===== src/rtl/monster_fleet.sv =====
// monster_fleet: formation controller for one row of N_MONS monsters.
//
// The row marches right, drops a step at the right edge, marches left,
// drops again at the left edge, and repeats. Kill requests clear bits of
// the alive mask. Two terminal conditions exist: the row reaching
// Y_LIMIT (LANDED) and every monster dead (CLEARED). A registered
// per-pixel hit flag and index feed the display colour mux.
//
// Optional build macro: FLEET_SPEEDUP_EN
//   When defined, the horizontal step doubles once half or fewer of the
//   monsters remain alive. When undefined, the step is always STEP_X and
//   no popcount logic is built.
//
// Ports:
//   clk         in   pixel/system clock
//   rst         in   asynchronous active-high reset
//   tick        in   one-cycle game-update strobe
//   hCount      in   current pixel column
//   vCount      in   current pixel row
//   kill_valid  in   kill request
//   kill_idx    in   index of the monster to kill
//   alive       out  bit i set while monster i is alive
//   fleet_x     out  x centre of monster 0
//   fleet_y     out  y centre of the row
//   state       out  FSM state code
//   mons_pixel  out  registered: current pixel lies on a live monster
//   mons_idx    out  registered: lowest index of the monster hit (0 if none)
//   landed      out  row reached Y_LIMIT (sticky)
//   cleared     out  all monsters dead (sticky)
module monster_fleet #(
    parameter int N_MONS  = 5,
    parameter int X0      = 250,
    parameter int Y0      = 100,
    parameter int SPACING = 100,
    parameter int HALF_W  = 5,
    parameter int HALF_H  = 3,
    parameter int STEP_X  = 2,
    parameter int STEP_Y  = 8,
    parameter int X_MIN   = 150,
    parameter int X_MAX   = 780,
    parameter int Y_LIMIT = 520,
    parameter int IW      = $clog2(N_MONS)
) (
    input  logic              clk,
    input  logic              rst,
    input  logic              tick,
    input  logic [9:0]        hCount,
    input  logic [9:0]        vCount,
    input  logic              kill_valid,
    input  logic [IW-1:0]     kill_idx,
    output logic [N_MONS-1:0] alive,
    output logic [9:0]        fleet_x,
    output logic [9:0]        fleet_y,
    output logic [2:0]        state,
    output logic              mons_pixel,
    output logic [IW-1:0]     mons_idx,
    output logic              landed,
    output logic              cleared
);

    typedef enum logic [2:0] {
        MARCH_R   = 3'd0,
        MARCH_L   = 3'd1,
        DROP_TO_L = 3'd2,
        DROP_TO_R = 3'd3,
        LANDED    = 3'd4,
        CLEARED   = 3'd5
    } state_t;

    // Offset from monster 0's centre to the right edge of the last monster.
    localparam int RIGHT_OFF = (N_MONS - 1) * SPACING + HALF_W;

    state_t              state_q, state_d;
    logic [N_MONS-1:0]   alive_q, alive_d;
    logic [9:0]          fleet_x_q, fleet_x_d;
    logic [9:0]          fleet_y_q, fleet_y_d;
    logic                mons_pixel_q, mons_pixel_d;
    logic [IW-1:0]       mons_idx_q, mons_idx_d;

    logic [9:0]          step_x;
    logic                right_hit;
    logic                left_hit;
    logic [9:0]          y_drop;
    logic                land_hit;
    logic                kill_ok;
    logic [N_MONS-1:0]   kill_mask;

`ifdef FLEET_SPEEDUP_EN
    function automatic int unsigned popcount(input logic [N_MONS-1:0] v);
        int unsigned n;
        n = 0;
        for (int i = 0; i < N_MONS; i++) begin
            n += int'(v[i]);
        end
        return n;
    endfunction

    assign step_x = (popcount(alive_q) <= N_MONS / 2) ? 10'(2 * STEP_X) : 10'(STEP_X);
`else
    assign step_x = 10'(STEP_X);
`endif

    // Edge tests cover the whole formation, dead monsters included; widened
    // so the sums cannot wrap.
    assign right_hit = ({2'b00, fleet_x_q} + 12'(RIGHT_OFF) + {2'b00, step_x}) > 12'(X_MAX);
    assign left_hit  = {1'b0, fleet_x_q} < (11'(X_MIN + HALF_W) + {1'b0, step_x});
    assign y_drop    = fleet_y_q + 10'(STEP_Y);
    assign land_hit  = ({1'b0, y_drop} + 11'(HALF_H)) >= 11'(Y_LIMIT);

    assign kill_ok   = kill_valid && (int'(kill_idx) < N_MONS) && (state_q != LANDED);
    assign kill_mask = N_MONS'(1) << kill_idx;

    // Pixel hit test. Both sides of each bound are compared in 11 bits in
    // the c <= p+H / p <= c+H form so nothing underflows near column 0.
    always_comb begin
        logic [10:0] cx;
        logic        y_in;
        mons_pixel_d = 1'b0;
        mons_idx_d   = '0;
        y_in = ({1'b0, fleet_y_q} <= ({1'b0, vCount} + 11'(HALF_H))) &&
               ({1'b0, vCount} <= ({1'b0, fleet_y_q} + 11'(HALF_H)));
        // Walk downwards so the lowest hit index is the one left standing.
        for (int i = N_MONS - 1; i >= 0; i--) begin
            cx = {1'b0, fleet_x_q} + 11'(i * SPACING);
            if (alive_q[i] && y_in &&
                (cx <= ({1'b0, hCount} + 11'(HALF_W))) &&
                ({1'b0, hCount} <= (cx + 11'(HALF_W)))) begin
                mons_pixel_d = 1'b1;
                mons_idx_d   = IW'(i);
            end
        end
    end

    // Formation FSM and alive mask.
    always_comb begin
        state_d   = state_q;
        fleet_x_d = fleet_x_q;
        fleet_y_d = fleet_y_q;
        alive_d   = alive_q;

        if (kill_ok) begin
            alive_d = alive_q & ~kill_mask;
        end

        case (state_q)
            MARCH_R: begin
                if (tick) begin
                    if (right_hit) state_d = DROP_TO_L;
                    else           fleet_x_d = fleet_x_q + step_x;
                end
            end
            MARCH_L: begin
                if (tick) begin
                    if (left_hit) state_d = DROP_TO_R;
                    else          fleet_x_d = fleet_x_q - step_x;
                end
            end
            DROP_TO_L, DROP_TO_R: begin
                if (tick) begin
                    fleet_y_d = y_drop;
                    if (land_hit)                  state_d = LANDED;
                    else if (state_q == DROP_TO_L) state_d = MARCH_L;
                    else                           state_d = MARCH_R;
                end
            end
            LANDED, CLEARED: ;
            default: state_d = MARCH_R;
        endcase

        // An empty row ends the game on the next clock, ahead of any
        // movement or landing decided for that same cycle.
        if ((alive_q == '0) && (state_q != LANDED) && (state_q != CLEARED)) begin
            state_d   = CLEARED;
            fleet_x_d = fleet_x_q;
            fleet_y_d = fleet_y_q;
        end
    end

    always_ff @(posedge clk or posedge rst) begin
        if (rst) begin
            state_q      <= MARCH_R;
            alive_q      <= '1;
            fleet_x_q    <= 10'(X0);
            fleet_y_q    <= 10'(Y0);
            mons_pixel_q <= 1'b0;
            mons_idx_q   <= '0;
        end else begin
            state_q      <= state_d;
            alive_q      <= alive_d;
            fleet_x_q    <= fleet_x_d;
            fleet_y_q    <= fleet_y_d;
            mons_pixel_q <= mons_pixel_d;
            mons_idx_q   <= mons_idx_d;
        end
    end

    assign alive      = alive_q;
    assign fleet_x    = fleet_x_q;
    assign fleet_y    = fleet_y_q;
    assign state      = state_q;
    assign mons_pixel = mons_pixel_q;
    assign mons_idx   = mons_idx_q;
    assign landed     = (state_q == LANDED);
    assign cleared    = (state_q == CLEARED);

endmodule

===== config.mk =====
export PLATFORM = sky130hd
export DESIGN_NAME = monster_fleet
export DESIGN_NICKNAME = d
export VERILOG_FILES = /design/src/rtl/monster_fleet.sv
export SDC_FILE = /design/constraint.sdc
export NUM_CORES = 1
export LEC_CHECK = 0
export CORE_MARGIN = 2
export CORE_UTILIZATION = 50
export CTS_BUF_LIST = sky130_fd_sc_hd__clkbuf_2 sky130_fd_sc_hd__clkbuf_4 sky130_fd_sc_hd__clkbuf_8
export DETAILED_ROUTE_END_ITERATION = 10
export PLACE_DENSITY_LB_ADDON = 0.2
export SYNTH_ARGS = -nofsm -noshare
export SYNTH_HDL_FRONTEND = slang
export SYNTH_SLANG_ARGS = --single-unit

===== constraint.sdc =====
create_clock -name clk -period 8 [get_ports clk]
set_clock_uncertainty 0.2 [all_clocks]
set_input_delay 2.4 -clock clk [delete_from_list [all_inputs] [get_ports clk]]
set_output_delay 2.4 -clock clk [all_outputs]
set_load 0.01 [all_outputs]

* Yosys cells after proc, flatten, opt, wreduce, memory -nomap -nowiden *
Index checks and enable logic that the tools add are counted.

word-level totals
  register bits after elaboration = 32
  input port bits = 27
  output and inout port bits = 34
  logic and storage cells = 113

operators by class
  add/sub/neg operators = 18
  magnitude comparators = 16
  equality and inequality tests = 17
  shift-type cells = 1
  muxes and demuxes = 24
  bitwise operators = 3
  reduce and logical (&&, ||, !) cells = 28

operators with widths
  kind                                                                                   count
  10-bit by 11-bit <= comparator with 1-bit output                                       8
  11-bit by 3-bit adder with 11-bit output, second input constant                        4
  11-bit <= comparator                                                                   4
  10-bit 2-to-1 mux                                                                      4
  3-bit 2-to-1 mux                                                                       12
  10-bit by 2-bit adder with 11-bit output, second input constant                        3
  10-bit by 9-bit adder with 11-bit output, second input constant                        3
  10-bit by 3-bit adder with 11-bit output, second input constant                        2
  3-bit inequality test, second input constant                                           7
  1-bit logical AND                                                                      20
  10-bit one-hot mux with 2 select lines                                                 1
  11-bit by 2-bit adder with 12-bit output, second input constant                        1
  12-bit by 10-bit > comparator with 1-bit output, second input constant                 1
  3-bit one-hot mux with 4 select lines                                                  1
  6-bit AND reduction                                                                    2
  10-bit by 7-bit adder with 11-bit output, second input constant                        1
  10-bit by 8-bit adder with 11-bit output, second input constant                        1
  11-bit by 10-bit greater-or-equal comparator with 1-bit output, second input constant  1
  10-bit by 2-bit adder with 10-bit output, second input constant                        1
  10-bit by 4-bit adder with 10-bit output, second input constant                        1
  10-bit by 8-bit less-than comparator with 1-bit output, second input constant          1
  2-bit inequality test, second input constant                                           5
  10-bit by 2-bit subtractor with 10-bit output, second input constant                   1
  3-bit by 2-bit == test with 1-bit output, second input constant                        2
  other kinds (13)                                                                       20

* Longest topological paths before layout *
Gate-level depths: netlist of run 1.

  depth after elaboration = 11
  mapped depth = 16
  gate-level depth less buffers = 15

* Worst setup path before layout of run 1 *
Ideal clock, no wire load.

  path type = input to register
  start = input port hCount[0]
  end = register mons_idx_q[1] (netlist: mons_idx[1])
  library setup time = 0.120 ns
  arrival = 4.855 ns
  required time = 7.680 ns
  path slack = 2.825 ns
  stages on the path = 12
  path buffers = 1
  cell sequence = clkbuf_1 > a21oi_1 > nor2_1 > xnor2_1 > ha_1 > a21o_1 > a211oi_1 > o22ai_1 > or3_1 > a32o_1 > nor2b_1 > and3_1

between the ends
  word-level cells in the longest chain between the ends = 8
  elaborated cells between the ends (all ways) = 21
  classes of those cells = add/sub: 1; order compare: 8; mux: 4; reduce/logical: 8

ends and longest elaborated chain
  item                                      line  source
  start: declaration                        47    input logic [9:0] hCount,
  10-bit by 3-bit adder with 11-bit output  126   (cx <= ({1'b0, hCount} + 11'(HALF_W))) &&
  11-bit <= comparator                      126
  1-bit logical AND                         125   if (alive_q[i] && y_in &&
  1-bit logical AND                         126
  3-bit 2-to-1 mux (3 in a row)             125
  3-bit 2-to-1 mux *                        125
  named net mons_idx_d[1]                   78    logic [IW-1:0] mons_idx_q, mons_idx_d;
  end signal: assignment                    193   mons_idx_q <= mons_idx_d;
  end: declaration                          78

Mark *: on every way through the listed nets, which the timed path passes. The rest lies on a longest branch.
A chain may end at the register's enable or synchronous reset.

* Worst setup path after layout of run 1 *
  start = input port hCount[2]
  end = register mons_idx_q[0] (netlist: mons_idx[0])

Same word-level chain as after synthesis.

==> reports/qor.yml, run 1 <==
outcome: "completed"
fin_crit_ns: 5.814
hold-worst-slack_ns: 0.2963
layout_setup_ws_ns: 2.186
yosysTopAreaCellShare: 0.2659
synth.avg_cell_area_um2: 8.463
setup_tns_ns: 0
gp_congestion: 1.022
worstSetupEndpointType: "flop"
h-tree-depth: 1
clock-sinks: 28
grt_max_degree: 29
worstPathArrival_ns: 5.78
cap_violations: 0
relSlewSlack: 0.5104
synth_area_leader_cell: "ha_1"
syn_area_mm2: 0.005552
cts_resized: 0
syn_inst: 656
ctsRootBufferMaster: "clkbuf_8"
ys_seq_area_frac: 0.1291
yosys_register_bits: 28
grt_pass1_vias: 5033
yosysWarningCount: 0
start_util: 0.5121
grt_pass1_wl_um: 25450
core-area_mm2: 0.01084
place_ws_ns: 1.899
synth_flop_cell: "dfrtp_1"
die_w_um: 109.4
fmax_mhz: 172.0
layout_commonest_cell: "ha_1"
final_cell_mix: "ha_1, clkdlybuf4s50_1, nor2_1, xnor2_1, nand2_1"
cts_tree: "built"
leakage_nw: 2.772
final_nets: 847
nFillCells: 1038
async_flop_share: 1.000
yosys-top-cells-area: "ha_1, xnor2_1, dfrtp_1"
rsz0062_at_grt: "false"
rows: 38
die_h_um: 109.4
layout.cell_area.non_filler_mm2: 0.006237
hold_path_class: "flop to flop"
dr.pass1.iters: 5
setup_violations: 0
grtUsageTotal: 0.2707
vias: 5190
synthDistinctLibCells: 84
postRouteAntennaNets: 0
cts_hold_buf: 0
totalWireLength_um: 15980
synth-edff-count: 0
cts_setup_buffers: 0
numCtsBuffers: 3
vdd_ir_drop_max_mv: 0.07939
pin_count: 61
clock_path_buffers: 2
antenna_found_initial: 0
worstPathMaxFanout: 8
finalCritPeriodShare: 0.7268
slew_violations: 0
wl_per_cell_um: 19.02
n_antenna_cell: 0
power_density_mw_per_mm2: 64.90
cp-start-kind: "input port"
io_buffers: 56
place_area_mm2: 0.006166
drc: 0
required_ns: 7.96
vias_per_cell: 6.179
drive_above_1_share: 0.06143
hold_viol_final: 0
gr-total-overflow: 0
syn_to_final_growth_pct: 12.35
path_class: "input port to flop"
die-area_mm2: 0.01196
path_clk_slew_ns: 0.10
drtIter0Drc: 364
worst_pin_slew_ns: 0.7345
clk_latency_ns: 0.28
hpwl_um: 12730
-- final cells by class --
class | count | area, µm² | share of cell area
clock buffers | 3 | 41.29 | 0.006620
clock inverters | 1 | 30.03 | 0.004814
inverters | 41 | 153.9 | 0.02467
multi-input cells | 570 | 4552 | 0.7298
flip-flops and latches | 28 | 716.9 | 0.1149
well taps | 140 | 175.2 | 0.02808
repair buffers | 57 | 568.0 | 0.09107
-- Yosys cell counts, types with 4 or more instances --
| cell type | instances |
|---|---|
| dfstp_2 | 13 |
| nor4_1 | 4 |
| o21a_1 | 9 |
| clkbuf_1 | 4 |
| dfrtp_1 | 15 |
| buf_2 | 4 |
| a211oi_1 | 9 |
| nand2b_1 | 6 |
| o21ai_0 | 22 |
| mux2i_1 | 7 |
| nand3_1 | 19 |
| nand4_1 | 20 |
| nor2b_1 | 15 |
| ha_1 | 118 |
| a21oi_1 | 29 |
| and3_1 | 7 |
| inv_1 | 38 |
| nor3b_1 | 5 |
| a221oi_1 | 4 |
| xor2_1 | 30 |
| or3_1 | 4 |
| nor3_1 | 13 |
| xnor2_1 | 46 |
| o21ai_1 | 4 |
| buf_4 | 7 |
| nand2_1 | 41 |
| and4_1 | 6 |
| a21o_1 | 25 |
| nor2_1 | 48 |
-- registers in the layout, summed over array words and instances (netlist names) --
register and cells:
alive 5, fleet_x 9, fleet_y 7, mons_idx 3
mons_pixel 1, state 3
-- cell families (layout without fill, tap and decap cells) --
| group | after synthesis | after routing | share of synthesized area |
|---|---|---|---|
| muxes | 8 | 8 | 0.01465 |
| other | 2 | 4 | 0.001353 |
| and+or+nand+nor | 206 | 206 | 0.1963 |
| xor gates and xnor gates | 81 | 81 | 0.1346 |
| DFF | 28 | 28 | 0.1291 |
| adders and majority gates | 119 | 119 | 0.2696 |
| buffers and inverters | 60 | 102 | 0.05229 |
| AOI/OAI and AO/OA | 152 | 152 | 0.2022 |
-- power by group --
part           switching, mW  internal (mW)  total [mW]
combinational         0.0840         0.0625       0.147
sequential           0.00248          0.143       0.145
clock                 0.0463         0.0670       0.113
-- final timing paths --
check	slack, ns	endpoint	from	cells past startpoint
max in group asynchronous	5.00	alive[4]$_DFFE_PP1P_	rst	3
min in group asynchronous	2.28	state[1]$_DFFE_PP0P_	rst	3
min reg2reg	0.30	alive[4]$_DFFE_PP1P_	alive[4]$_DFFE_PP1P_	1
max	2.19	mons_idx[0]$_DFF_PP0_	hCount[2]	12
min	0.30	alive[4]$_DFFE_PP1P_	alive[4]$_DFFE_PP1P_	1
max reg2reg	3.26	mons_idx[0]$_DFF_PP0_	fleet_x[2]$_DFFE_PP0P_	13
-- per-layer routing --
metal  part of all wire  vias up  track usage
li1                   -     2481            -
met1               0.45     2507       0.3551
met2               0.48      166       0.4691
met3              0.045       36      0.02490
met4              0.029        0      0.08409
met5                  0        -            0
-- through the flow --
step	utilization	instances	power, mW
finish	0.5754	840	0.4048
global route	0.5754	840	0.4297
CTS	0.5754	840	0.4063
detailed placement	0.5688	836	0.2904
global placement	0.5688	836	0.2847
floorplan	-	658	0.2391
-- worst max-delay path, cell delays in order --
cell	delay, ns
clkdlybuf4s50_1	0.58
a21oi_1	0.37
nor2_1	0.11
xnor2_1	0.53
ha_1	0.37
a21o_1	0.19
a211oi_1	0.24
o22ai_1	0.11
or3_1	0.31
a32o_1	0.27
nor2b_1	0.14
a21boi_1	0.16
Power figures use the tool's default switching activity.
==> run 2, diff against run 1 <==
==> constraint.sdc (replaced) <==
create_clock -name clk -period 4.8 [get_ports clk]
set_clock_uncertainty 0.2 [all_clocks]
set_input_delay 1.44 -clock clk [delete_from_list [all_inputs] [get_ports clk]]
set_output_delay 1.44 -clock clk [all_outputs]
set_load 0.01 [all_outputs]
==> reports/qor.yml, run 2 (synthesis gave the netlist of run 1 again) <==
hold_viol_final: 0
totalWireLength_um: 16200
path_class: "input port to flop"
top_layer: "met4"
die_h_um: 109.4
dr.pass1.iters: 5
p_total_uw: 691.5
postRouteAntennaNets: 0
grt_pass1_vias: 5242
dp_cells: 865
slew_violations: 0
layout_commonest_cell: "ha_1"
nFillCells: 997
grt_pass1_wl_um: 26210
leakage_nw: 2.911
fin_crit_ns: 4.557
start_util: 0.5121
cts_hold_buf: 0
syn_to_final_growth_pct: 16.27
setup_violations: 0
drc: 0
die-area_mm2: 0.01196
rows: 38
relSlewSlack: 0.2579
h-tree-depth: 1
path_cells: "clkdlybuf4s50_1, ha_1, o2111ai_1, xor2_1, ha_1, a211oi_1, o22ai_1, or3_1, a32o_1, nor2b_1, and3_1"
die_w_um: 109.4
clk_latency_ns: 0.28
cap_violations: 0
wl_per_cell_um: 18.64
clock_path_buffers: 2
cts_resized: 0
hpwl_um: 13250
pin_count: 61
wl_met3_um: 821
worst_pin_slew_ns: 1.112
vias_per_cell: 6.056
path_clk_slew_ns: 0.11
n_antenna_cell: 0
drtIter0Drc: 287
largest_reg_flops: 9
final_nets: 876
cp-start-kind: "input port"
antenna_found_initial: 0
cp_common_cell: "ha_1"
power_density_mw_per_mm2: 107.1
gr-total-overflow: 0
worstPathMaxFanout: 5
hold_path_class: "flop to flop"
vdd_ir_drop_max_mv: 0.1357
drt-met1-wl_um: 6893
worstSetupEndpointType: "flop"
final_cells: 869
required_ns: 4.78
gp_congestion: 0.9679
rsz0062_at_grt: "false"
cts_tree: "built"
grtUsageTotal: 0.2785
drive_above_1_share: 0.09877
max_stage_delay_ns: 0.52
met2_length_um: 7916
ctsRootBufferMaster: "clkbuf_8"
io_buffers: 56
worstPathArrival_ns: 4.54
fmax_mhz: 219.4
numCtsBuffers: 3
outcome: "completed"
clock-sinks: 28
setup_tns_ns: 0
finalCritPeriodShare: 0.9494
critPathSlowestCell: "xor2_1"
core-area_mm2: 0.01084
vias: 5263
final_cell_mix: "ha_1, clkdlybuf4s50_1, nor2_1, xnor2_1, nand2_1"
cts_setup_buffers: 0
grt_max_degree: 29
==> run 2: area by class of cell <==
type / instances / area (µm²) / area share
clock buffers: 3 / 41.29 / 0.006397
clock inverters: 1 / 30.03 / 0.004652
inverters: 41 / 153.9 / 0.02384
multi-input cells: 570 / 4552 / 0.7052
flip-flops and latches: 28 / 716.9 / 0.1111
well taps: 140 / 175.2 / 0.02714
repair buffers: 86 / 785.8 / 0.1217
==> run 2: critical path, delay by kind of cell <==
family | cells | cell delay [ns]
buf+inv | 1 | 0.46
fa+ha+maj | 2 | 0.62
simple gates | 3 | 0.59
xor+xnor | 1 | 0.52
compound gates | 4 | 0.91
==> run 2: final timing paths <==
path / from / end / slack, ns / depth (start not counted)
min in group asynchronous: rst / fleet_y[4]$_DFFE_PP0P_ / 1.53 / 2
worst max-delay path: hCount[1] / mons_idx[1]$_DFF_PP0_ / 0.24 / 11
max in group asynchronous: rst / fleet_x[9]$_DFFE_PP0P_ / 2.20 / 2
worst min register to register: alive[4]$_DFFE_PP1P_ / alive[4]$_DFFE_PP1P_ / 0.29 / 1
worst max register to register: fleet_x[3]$_DFFE_PP1P_ / mons_pixel$_DFF_PP0_ / 0.59 / 14
worst min-delay path: alive[4]$_DFFE_PP1P_ / alive[4]$_DFFE_PP1P_ / 0.29 / 1
==> run 2: per-layer routing <==
metal,up-vias,GRT usage
met1,2531,0.3560
li1,2537,-
met5,-,0
met4,0,0.1040
met3,37,0.03082
met2,158,0.4815
==> run 2: per-stage QoR <==
stage	util	worst slack [ns]	instance area, µm²	hold WS, ns
after floorplan	-	0.5852	5559	0.2741
after global placement	0.5889	0.008285	6384	0.2748
after detailed placement	0.5889	-0.03492	6384	0.2731
after CTS	0.5955	0.2586	6455	0.2917
after global routing	0.5955	0.01320	6455	0.2996
final	0.5955	0.2427	6455	0.2895
==> run 2: report_power, final <==
group | internal [mW] | leakage, nW | switching, mW
logic | 0.116 | 2.56 | 0.140
registers | 0.238 | 0.311 | 0.00417
clock network | 0.112 | 0.0357 | 0.0824
total | 0.465 | 2.91 | 0.226
